### src/rtl/instr_fetch_pkg.sv
// Shared constants and the fetch state encoding for the instruction fetch stage.
package instr_fetch_pkg;

  // Bubble word: addi x0, x0, 0
  localparam logic [31:0] NOP_INSTR_DEF = 32'h0000_0013;
  localparam logic [31:0] RESET_PC_DEF  = 32'h0000_0000;

  // FETCH: request outstanding for pc.
  // HOLD : fetched word parked in the skid buffer while ID stalls; no request.
  // KILL : request for a stale pc still in flight; its data will be dropped.
  typedef enum logic [1:0] {
    ST_FETCH = 2'd0,
    ST_HOLD  = 2'd1,
    ST_KILL  = 2'd2
  } fetch_state_e;

  // Instruction addresses are always word aligned.
  function automatic logic [31:0] align_word(input logic [31:0] addr);
    return {addr[31:2], 2'b00};
  endfunction

endpackage

### src/rtl/instr_fetch_if_id_reg.sv
// IF/ID pipeline register: load a new entry, hold it, or flush it to a bubble.
module if_id_reg
  import instr_fetch_pkg::*;
#(
  parameter logic [31:0] NOP_INSTR = NOP_INSTR_DEF
) (
  input  logic        clk,
  input  logic        reset,
  input  logic        load_i,
  input  logic        flush_i,
  input  logic [31:0] instr_i,
  input  logic [31:0] pc_i,
  output logic [31:0] instr_o,
  output logic [31:0] pc_o,
  output logic        valid_o
);

  logic [31:0] instr_q;
  logic [31:0] pc_q;
  logic        valid_q;

  // Load has priority over flush; a flush keeps the PC so it still tracks the last slot.
  always_ff @(posedge clk) begin
    if (reset) begin
      instr_q <= NOP_INSTR;
      pc_q    <= 32'h0000_0000;
      valid_q <= 1'b0;
    end else if (load_i) begin
      instr_q <= instr_i;
      pc_q    <= pc_i;
      valid_q <= 1'b1;
    end else if (flush_i) begin
      instr_q <= NOP_INSTR;
      valid_q <= 1'b0;
    end
  end

  assign instr_o = instr_q;
  assign pc_o    = pc_q;
  assign valid_o = valid_q;

endmodule

### src/rtl/instr_fetch.sv
// Instruction fetch: PC generation, imem req/ready handshake, skid buffer for
// ID stalls, redirect handling, and the IF/ID register feeding decode.
module instr_fetch
  import instr_fetch_pkg::*;
#(
  parameter logic [31:0] RESET_PC  = RESET_PC_DEF,
  parameter logic [31:0] NOP_INSTR = NOP_INSTR_DEF
) (
  input  logic        clk,
  input  logic        reset,
  input  logic        Stall,
  input  logic        Jump,
  input  logic [31:0] JumpAddr,
  input  logic        Branch,
  input  logic [31:0] BranchAddr,
  output logic        imem_req,
  output logic [31:0] imem_addr,
  input  logic        imem_ready,
  input  logic [31:0] imem_rdata,
  output logic [31:0] Instruction_id,
  output logic [31:0] PC_id,
  output logic        Valid_id
);

  fetch_state_e state_q, state_d;
  logic [31:0]  pc_q, pc_d;
  logic [31:0]  pend_q, pend_d;
  logic [31:0]  buf_q, buf_d;

  logic         redir;
  logic [31:0]  target;
  logic         ifid_load;
  logic         ifid_flush;
  logic [31:0]  ifid_instr;

  // Branch comes from EX and is older than the jump in ID, so it wins.
  assign redir  = Branch | Jump;
  assign target = align_word(Branch ? BranchAddr : JumpAddr);

  // In KILL pc_q still holds the stale address, keeping imem_addr stable until ready.
  assign imem_req  = !reset && ((state_q == ST_FETCH) || (state_q == ST_KILL));
  assign imem_addr = pc_q;

  // Next-state, PC selection and IF/ID control; redirect overrides Stall.
  always_comb begin
    state_d    = state_q;
    pc_d       = pc_q;
    pend_d     = pend_q;
    buf_d      = buf_q;
    ifid_load  = 1'b0;
    ifid_flush = 1'b0;
    ifid_instr = imem_rdata;
    case (state_q)
      ST_FETCH: begin
        if (redir) begin
          ifid_flush = 1'b1;
          if (imem_ready) begin
            pc_d = target;
          end else begin
            pend_d  = target;
            state_d = ST_KILL;
          end
        end else if (Stall) begin
          if (imem_ready) begin
            buf_d   = imem_rdata;
            state_d = ST_HOLD;
          end
        end else if (imem_ready) begin
          ifid_load = 1'b1;
          pc_d      = pc_q + 32'd4;
        end else begin
          ifid_flush = 1'b1;
        end
      end
      ST_HOLD: begin
        if (redir) begin
          ifid_flush = 1'b1;
          pc_d       = target;
          state_d    = ST_FETCH;
        end else if (!Stall) begin
          ifid_load  = 1'b1;
          ifid_instr = buf_q;
          pc_d       = pc_q + 32'd4;
          state_d    = ST_FETCH;
        end
      end
      ST_KILL: begin
        // A stall without redirect must not disturb the instruction sitting in ID.
        ifid_flush = redir || !Stall;
        if (redir) begin
          pend_d = target;
        end
        if (imem_ready) begin
          pc_d    = redir ? target : pend_q;
          state_d = ST_FETCH;
        end
      end
      default: begin
        state_d = ST_FETCH;
      end
    endcase
  end

  // State, PC, pending redirect target and skid buffer registers.
  always_ff @(posedge clk) begin
    if (reset) begin
      state_q <= ST_FETCH;
      pc_q    <= align_word(RESET_PC);
      pend_q  <= 32'h0000_0000;
      buf_q   <= NOP_INSTR;
    end else begin
      state_q <= state_d;
      pc_q    <= pc_d;
      pend_q  <= pend_d;
      buf_q   <= buf_d;
    end
  end

  if_id_reg #(
    .NOP_INSTR(NOP_INSTR)
  ) u_if_id_reg (
    .clk     (clk),
    .reset   (reset),
    .load_i  (ifid_load),
    .flush_i (ifid_flush),
    .instr_i (ifid_instr),
    .pc_i    (pc_q),
    .instr_o (Instruction_id),
    .pc_o    (PC_id),
    .valid_o (Valid_id)
  );

endmodule
### config.mk
export PLATFORM = sky130hd
export DESIGN_NAME = instr_fetch
export DESIGN_NICKNAME = d
export VERILOG_FILES = /design/src/rtl/instr_fetch_pkg.sv /design/src/rtl/instr_fetch_if_id_reg.sv /design/src/rtl/instr_fetch.sv
export SDC_FILE = /design/constraint.sdc
export NUM_CORES = 1
export LEC_CHECK = 0
export BUFFER_PORTS_ARGS = -buffer_cell sky130_fd_sc_hd__buf_2
export CORE_MARGIN = 1
export CORE_UTILIZATION = 30
export CTS_BUF_LIST = sky130_fd_sc_hd__clkbuf_8 sky130_fd_sc_hd__clkbuf_16
export DETAILED_ROUTE_END_ITERATION = 10
export PLACE_DENSITY_LB_ADDON = 0.15
export RECOVER_POWER = 100
export SKIP_LAST_GASP = 1
export SYNTH_ARGS = -nofsm -noshare
export SYNTH_HDL_FRONTEND = slang
export SYNTH_SLANG_ARGS = --single-unit
### constraint.sdc
create_clock -name clk -period 5.1 [get_ports clk]
set_input_delay 1.02 -clock clk [delete_from_list [all_inputs] [get_ports clk]]
set_output_delay 1.02 -clock clk [all_outputs]
set_load 0.03 [all_outputs]
After elaboration in Yosys (flattened, before gate mapping):

Index checks and enable logic that the tools add are counted.

* flip-flop bits (word level): 163
* input port bits: 102
* logic and storage cells: 73
* output and inout port bits: 98

* add/sub/neg operators: 1
* reductions and logical operators: 13
* bitwise gates (word level): 2
* eq/ne operators: 11
* muxes and demuxes: 39

Operator list (number)
* 2-to-1 mux 32 bit: 16
* case mux 32 bit (3 select lines): 1
* case mux 32 bit (2 select lines): 1
* adder 32 x 3 -> 32 bit, second input constant: 1
* inequality test 3 bit, second input constant: 5
* 2-to-1 mux 2 bit: 7
* 2-to-1 mux 1 bit: 11
* AND reduction 5 bit: 2
* inequality test 2 bit, second input constant: 4
* case mux 2 bit (3 select lines): 1
* AND reduction 4 bit: 1
* nonzero test 2 bit: 2
* case mux 1 bit (3 select lines): 1
* AND reduction 3 bit: 1
* nonzero test 3 bit: 1
* == test 2 x 1 -> 1 bit, second input constant: 1
* == test 2 bit, second input constant: 1
* logical NOT 1 bit: 2
* logical NOT 2 bit: 1
* logical OR 1 bit: 2
* case mux 1 bit (2 select lines): 1
* logical AND 1 bit: 1
* inverter 1 bit: 1
* bitwise OR 1 bit: 1

Logic depth before layout (Yosys ltp):

Gate-level depths: netlist of run 1.

* depth in word-level cells: 6
* depth in mapped cells: 8

Hierarchy:

From an unflattened synthesis of run 1, not the netlist that was laid out.

* cell total of the unflattened synthesis: 953
* area, all modules: 8191.6 sq um

Modules (own cells, without submodules)
* instr_fetch: cells an instance 707, seq. area each 1961.9 sq um, instances 1, area each 5627.9 sq um
* if_id_reg: cells an instance 246, seq. area each 1301.2 sq um, instances 1, area each 2563.7 sq um

Worst setup path after synthesis of run 1:

OpenSTA, ideal clock, no wires.

* path kind: input to output
* start: input reset
* end: output imem_req
* data required time: 4080 ps
* data arrival time: 1814 ps
* slack: 2266 ps
* stages on the path: 3
* path through: clkbuf_1 clkbuf_1 nor2_1

* longest elaborated chain between the ends: 2

Ends and longest elaborated chain
* start, declared: RTL line instr_fetch.sv:10 `input logic reset,`
* logical NOT 1 bit: RTL line instr_fetch.sv:41 `assign imem_req = !reset && ((state_q == ST_FETCH) || (state_q == ST_KILL));`
* logical AND 1 bit: RTL line instr_fetch.sv:41
* end, declared: RTL line instr_fetch.sv:16 `output logic imem_req,`

Every way passes these cells.

Worst setup path in the final report of run 1:

* start: input reset
* end: register pc_q[25] (netlist: imem_addr[25])

RTL lines
* end signal, assigned: RTL line instr_fetch.sv:108 `pc_q <= align_word(RESET_PC);`
* end signal, assigned: RTL line instr_fetch.sv:113 `pc_q <= pc_d;`
* end, declared: RTL line instr_fetch.sv:26 `logic [31:0] pc_q, pc_d;`

No word-level cell between the ends.

==> summary.txt, run 1 <==
Setup path
  – Highest fanout seen on the critical path: 56
  – CP Class: in2reg
  – Delay-heaviest family, CP: buffers and inverters
  – R2r setup slk: 2.15 ns
  – Slowest CP cell: clkbuf_1
  – Cells on worst reg2reg path: 5
  – Buf+Inv Stages, Crit Path: 2
  – Critical Path Start Type: primary input
  – Worst path cell trace: clkbuf_2 -> clkbuf_1 -> nor4_1
  – Reg2reg start: state_q[1]$_SDFFE_PP0P_
  – Worst path arrival time: 3.91 ns
  – Slowest stage delay, CP: 1.71 ns
  – Critical Path End Type: register
  – Reg-to-reg critical path endpoint: buf_q[5]$_SDFFE_PP0P_
  – Worst Path Required: 5.29 ns

Global route
  – Largest net degree at the start of global routing: 81
  – Gr usage total: 0.200
  – Initial antenna violation count: 2
  – Vias in the first global route: 7133
  – Global-route wire length before repair: 41.1 mm
  – Global route total overflow: 0

Hold path
  – Worst Hold End: u_if_id_reg.instr_o[24]$_SDFFE_PP0P_
  – Hold WC Path Type: reg2reg
  – Hold wc startpoint: u_if_id_reg.instr_o[24]$_SDFFE_PP0P_
  – Hold depth: 2

Final layout
  – Layout area overhead: 21.6%
  – Layout cells sized above 1: 0.146
  – Commonest cells after routing, fill and taps aside: 201 x nand2_1, 163 x dfxtp_1, 129 x a21oi_1
  – Post-Layout Inst Area: 9380 sq um
  – Layout Nets: 1230
  – Non-Filler Instances: 1471
  – Most common cell after layout, fill and taps aside: nand2_1

Place
  – Place WS: 1.93 ns
  – Detail Placement HPWL: 17.6 mm
  – Placed Area: 8940 sq um
  – GPL Wtd Cong: 0.814
  – I/O Buffers: 195
  – Cells after DPL: 1438

Route
  – Vias: 7831
  – Iteration-0 DRC Markers: 589
  – Avg WL per Cell: 18.1 microns
  – Final WL: 26.7 mm
  – Vias per cell: 5.32
  – DRC: 0
  – First-pass DRT Iterations: 5
  – Antenna Nets Post-Route: 0

Synth
  – Async SR Flop Fraction: 0
  – Leading cell types by total area after synthesis: dfxtp_1 42%, nand2_1 9.8%, a21oi_1 8.4%
  – Largest area contributor in the netlist: dfxtp_1
  – Synthesized net count: 1082
  – Syn Inst Count: 979
  – Yosys top cell area share: 0.423
  – Post-Synthesis Cell Area: 7720 sq um
  – Main flop type after synthesis: dfxtp_1
  – Synth unique cells: 63
  – EDFF count, synth: 0
  – Seq cells post-synth: 163
  – Post-synthesis sequential area ratio: 0.423
  – Yosys warning count: 0
  – Post-Syn Area per Cell: 7.88 sq um

Die
  – DIE HEIGHT: 162 microns
  – Full die area: 26400 sq um
  – Ports: 200
  – Chip Width: 162 microns
  – Row count: 58
  – Core ar.: 25200 sq um
  – Initial Util: 0.306

STA
  – Unrepaired setup endpoints after global routing: false
  – Final Max Slew Viols: 80
  – Final period utilization: 0.728
  – Setup ws final: 1.39 ns
  – Rel. slew slack: -0.544
  – Crit path time final: 3.71 ns
  – Final setup violation count: 0
  – Hold Fails Final Rpt: 0
  – Fin Clk Skew: 0.0108 ns
  – Max frequency: 269 MHz
  – Worst-margin pin slew: 2.32 ns
  – Worst Hold Slack: 0.453 ns
  – Total Neg Setup Slack: 0 ns

Power and ir drop
  – Combinational Power Share: 0.133
  – Leak: 0.00328 uW
  – Psw: 992 uW
  – Peak VDD IR: 0.179 mV
  – Switching part of the total power: 0.318
  – P_int: 2130 uW
  – Sequential share of power: 0.448
  – PwrDens: 333 nW/um^2
  – Clock network power share: 0.419

Clock network
  – # Post-CTS Setup Buffers: 0
  – Clock sink total: 163
  – Worst-Skew Late Latency: 0.43 ns
  – H-tree depth: 4
  – CTS resizes: 0
  – Clock Path Buffers: 2
  – CTS Buf Count: 17
  – Clk slew on worst S/H paths: 0.07 ns
  – CTS tree: built
  – CTS Hold Bufs: 0
  – Root Buffer: clkbuf_16

Outcome
  – Failing checks: capacitance limit, slew limit
  – Status: finished with violations

Flow run
  – # Max-Cap Violations: 2
-- worst reg2reg max path, stage by stage (launching register included) --
cell and delay [ns]:
dfxtp_1 0.43, or4b_1 0.66, nor3b_1 0.23, clkbuf_1 1.20, nand2_1 0.18, a21oi_1 0.17
-- worst max path at each step --
stage               startpoint                    endpoint  slack (ns)  cells after the start
floorplan                reset                    imem_req        2.27                      3
global placement        Branch  imem_addr[15]$_SDFFE_PP0P_        1.97                      6
detailed placement      Branch  imem_addr[15]$_SDFFE_PP0P_        1.93                      6
CTS                      reset                    imem_req        2.26                      3
global route             reset  imem_addr[22]$_SDFFE_PP0P_        1.15                      4
finish                   reset  imem_addr[25]$_SDFFE_PP0P_        1.39                      3
-- synthesized netlist by cell type, drive strengths merged (8+ instances only) --
library cell / n
a211oi: 29
o21ai: 28
nand2b: 22
o221ai: 29
nand4: 14
nor3: 27
buf: 27
nor2: 63
inv: 13
nor4: 13
a311oi: 19
a221oi: 9
o31ai: 8
mux2i: 18
nand2: 202
clkbuf: 60
a21oi: 130
dfxtp: 163
o311ai: 8
nor2b: 13
nand3: 15
-- through the flow --
stage,total power (uW),utilization
3_3_place_gp,1850,0.355
6_report,3120,0.373
4_1_cts,3170,0.379
5_1_grt,3260,0.373
2_1_floorplan,1680,-
3_5_place_dp,1850,0.355
-- power by group through the flow --
stage               Combinational [uW]  Sequential, uW  Clock [uW]
finish                             416            1400        1310
detailed placement                 427            1430           0
floorplan                          226            1460           0
CTS                                428            1400        1350
global placement                   425            1430           0
global route                       455            1410        1390
-- flip-flops by register name, indices dropped and copies added (netlist names) --
name / cells
buf_q: 32
imem_addr: 32
pend_q: 32
state_q: 2
u_if_id_reg.instr_o: 32
u_if_id_reg.pc_o: 32
u_if_id_reg.valid_o: 1
-- routing by layer --
layer / GRT usage / vias up / wire length (microns)
met5: 0 / - / 10
met3: 0.0377 / 29 / 1590
li1: - / 3834 / -
met2: 0.291 / 270 / 11500
met4: 0.0549 / 2 / 365
met1: 0.297 / 3696 / 13200
-- cell type report --
| cell class | count | area, sq um |
|---|---|---|
| fillers | 2714 | 15800 |
| flip-flops and latches | 163 | 3260 |
| clock inverters | 15 | 178 |
| inverters | 13 | 48.8 |
| clock buffers | 17 | 425 |
| repair buffers | 216 | 1000 |
| well taps | 330 | 413 |
| multi-input cells | 716 | 4050 |
| diodes | 1 | 2.50 |
-- cell families after synthesis --
family,count (synthesis),synth area share
mux,20,0.0263
compound gates,286,0.241
simple gates,398,0.242
fa+ha+maj,1,0.00162
buf+inv,100,0.0532
flops,163,0.423
xor+xnor,11,0.0125
No activity file was read; power rests on OpenSTA's default activity.
==> run 2, diff against run 1 <==
Clock period 5.1 ns to 3.9 ns, I/O delays scaled along.
==> run 2 against run 1 <==
  * The flow still finishes with violations (capacitance limit, slew limit)
  * Clock skew grew 0.0011 ns
  * Combinational power increased by 31%
  * Core utilization hardly changed
  * Largest power group unchanged
  * Highest routed layer unchanged
==> summary.txt, run 2 (synthesis results as in run 1) <==
Die
  – DIE HEIGHT: 162 microns (unchanged)
  – Ports: 200 (unchanged)
  – Core ar.: 25200 sq um (unchanged)
  – Initial Util: 0.306 (unchanged)
  – Chip Width: 162 microns (unchanged)
  – Row count: 58 (unchanged)
  – Full die area: 26400 sq um (unchanged)

STA
  – Total Neg Setup Slack: 0 ns (unchanged)
  – Final period utilization: 0.799
  – Fin Clk Skew: 0.0119 ns (was 0.0108 ns)
  – Unrepaired setup endpoints after global routing: false (unchanged)
  – Final setup violation count: 0 (unchanged)
  – Crit path time final: 3.12 ns
  – Final Max Slew Viols: 33 (was 80)
  – Hold Fails Final Rpt: 0 (unchanged)
  – Max frequency: 321 MHz
  – Rel. slew slack: -0.166 (was -0.544)
  – Worst-margin pin slew: 1.75 ns (was 2.32 ns)

Route
  – DRC: 0 (unchanged)
  – Avg WL per Cell: 18.2 microns (was 18.1 microns)
  – Vias per cell: 5.23 (was 5.32)
  – Vias: 7714 (was 7831)
  – Iteration-0 DRC Markers: 673 (was 589)
  – First-pass DRT Iterations: 5 (unchanged)
  – Antenna Nets Post-Route: 0 (unchanged)
  – Final WL: 26.8 mm (was 26.7 mm)

Setup path
  – Slowest CP cell: clkbuf_1 (unchanged)
  – Reg2reg start: state_q[1]$_SDFFE_PP0P_ (unchanged)
  – CP Class: in2reg (unchanged)
  – Crit path capture: buf_q[5]$_SDFFE_PP0P_ (was imem_addr[25]$_SDFFE_PP0P_)
  – Cells on worst reg2reg path: 5 (unchanged)
  – Slowest stage delay, CP: 1.28 ns (was 1.71 ns)
  – Worst Path Required: 4.24 ns (was 5.29 ns)
  – Worst path arrival time: 3.45 ns (was 3.91 ns)
  – Worst path cell trace: buf_2 -> or4b_1 -> nor3b_2 -> clkbuf_1 -> nand2_1 -> a21oi_1 (was clkbuf_2 -> clkbuf_1 -> nor4_1)
  – Buf+Inv Stages, Crit Path: 2 (unchanged)
  – Highest fanout seen on the critical path: 32 (was 56)
  – Delay-heaviest family, CP: buffers and inverters (unchanged)
  – Critical Path End Type: register (unchanged)
  – Reg-to-reg critical path endpoint: buf_q[5]$_SDFFE_PP0P_ (unchanged)
  – Critical Path Start Type: primary input (unchanged)
  – CP Depth: 6 (was 3)
  – CP startpoint: Jump (was reset)
  – R2r setup slk: 0.91 ns (was 2.15 ns)

Global route
  – Initial antenna violation count: 2 (unchanged)
  – Global-route wire length before repair: 40.5 mm (was 41.1 mm)
  – Gr usage total: 0.199 (was 0.200)
  – Global route total overflow: 0 (unchanged)
  – Largest net degree at the start of global routing: 110 (was 81)
  – Vias in the first global route: 6900 (was 7133)

Clock network
  – Clock Path Buffers: 2 (unchanged)
  – Clock sink total: 163 (unchanged)
  – # Post-CTS Setup Buffers: 0 (unchanged)
  – Worst-Skew Late Latency: 0.43 ns (about the same)
  – CTS Buf Count: 17 (unchanged)
  – CTS Hold Bufs: 0 (unchanged)
  – Clk slew on worst S/H paths: 0.07 ns (about the same)
  – H-tree depth: 4 (unchanged)
  – Root Buffer: clkbuf_16 (unchanged)
  – CTS tree: built (unchanged)
  – CTS resizes: 0 (unchanged)

Final layout
  – Final core utilization: 0.373 (about the same)
  – Layout area overhead: 21.7% (was 21.6%)
  – Layout Nets: 1233 (was 1230)
  – Filler cells: 2715 (was 2714)
  – Layout cells sized above 1: 0.151 (was 0.146)
  – Most common cell after layout, fill and taps aside: nand2_1 (unchanged)
  – Commonest cells after routing, fill and taps aside: 201 x nand2_1, 163 x dfxtp_1, 129 x a21oi_1 (unchanged)

Power and ir drop
  – Pwr Total: 4060 uW (was 3120 uW)
  – Peak VDD IR: 0.260 mV (was 0.179 mV)
  – PwrDens: 432 nW/um^2 (was 333 nW/um^2)
  – Leak: 0.00329 uW (was 0.00328 uW)

Flow run
  – # Max-Cap Violations: 1 (was 2)

Place
  – Detail Placement HPWL: 17.8 mm (was 17.6 mm)
  – GPL Wtd Cong: 0.800 (was 0.814)
  – I/O Buffers: 195 (unchanged)

Hold path
  – Hold WC Path Type: reg2reg (unchanged)

Outcome
  – Status: finished with violations (unchanged)
  – Failing checks: capacitance limit, slew limit (unchanged)
[run 2: report_power, final]
group / switching, uW / leakage, uW / internal (uW)
Combinational: 364 / 0.00168 / 179
Clock: 821 / 0.000282 / 859
Sequential: 93.7 / 0.00133 / 1740
[run 2: worst min-delay path by stage]
stage	end	slack (ns)	start	cells past startpoint
finish	u_if_id_reg.pc_o[26]$_SDFFE_PP0P_	0.45	u_if_id_reg.pc_o[26]$_SDFFE_PP0P_	2
global placement	u_if_id_reg.instr_o[2]$_SDFFE_PP0P_	0.44	u_if_id_reg.instr_o[2]$_SDFFE_PP0P_	2
CTS	u_if_id_reg.pc_o[1]$_SDFFE_PP0P_	0.45	u_if_id_reg.pc_o[1]$_SDFFE_PP0P_	2
global route	buf_q[5]$_SDFFE_PP0P_	0.47	buf_q[5]$_SDFFE_PP0P_	2
detailed placement	u_if_id_reg.pc_o[1]$_SDFFE_PP0P_	0.44	u_if_id_reg.pc_o[1]$_SDFFE_PP0P_	2
floorplan	buf_q[10]$_SDFFE_PP0P_	0.44	buf_q[10]$_SDFFE_PP0P_	2
[run 2: cell type report]
cell class / instances / area (sq um) / area share
clock inverters: 15 / 160 / 0.0171
well taps: 330 / 413 / 0.0440
diodes: 1 / 2.50 / 0.000266
clock buffers: 17 / 425 / 0.0453
inverters: 13 / 48.8 / 0.00520
multi-input cells: 716 / 4060 / 0.432
repair buffers: 219 / 1020 / 0.108
flip-flops and latches: 163 / 3260 / 0.347
[run 2: layer usage]
layer / track usage / part of all wire / routed length [microns] / vias up
met1: 0.295 / 0.50 / 13400 / 3631
met5: 0 / 0.00049 / 13 / -
li1: - / - / - / 3823
met2: 0.285 / 0.43 / 11500 / 230
met3: 0.0395 / 0.051 / 1370 / 28
met4: 0.0605 / 0.020 / 530 / 2
[run 2: metrics by stage]
step	hold WS (ns)	std cells	area, sq um	setup slack [ns]
floorplan	0.436	979	7720	1.55
global route	0.474	1473	9390	0.574
global placement	0.439	1441	8960	0.815
CTS	0.455	1473	9550	1.27
detailed placement	0.443	1441	8960	0.819
finish	0.454	1474	9390	0.784
[run 2: worst reg2reg max path, cell delays in order, from the launching register on]
cell and delay (ns):
dfxtp_1 0.43, or4b_1 0.66, nor3b_2 0.20, clkbuf_1 1.28, nand2_1 0.16, a21oi_1 0.17
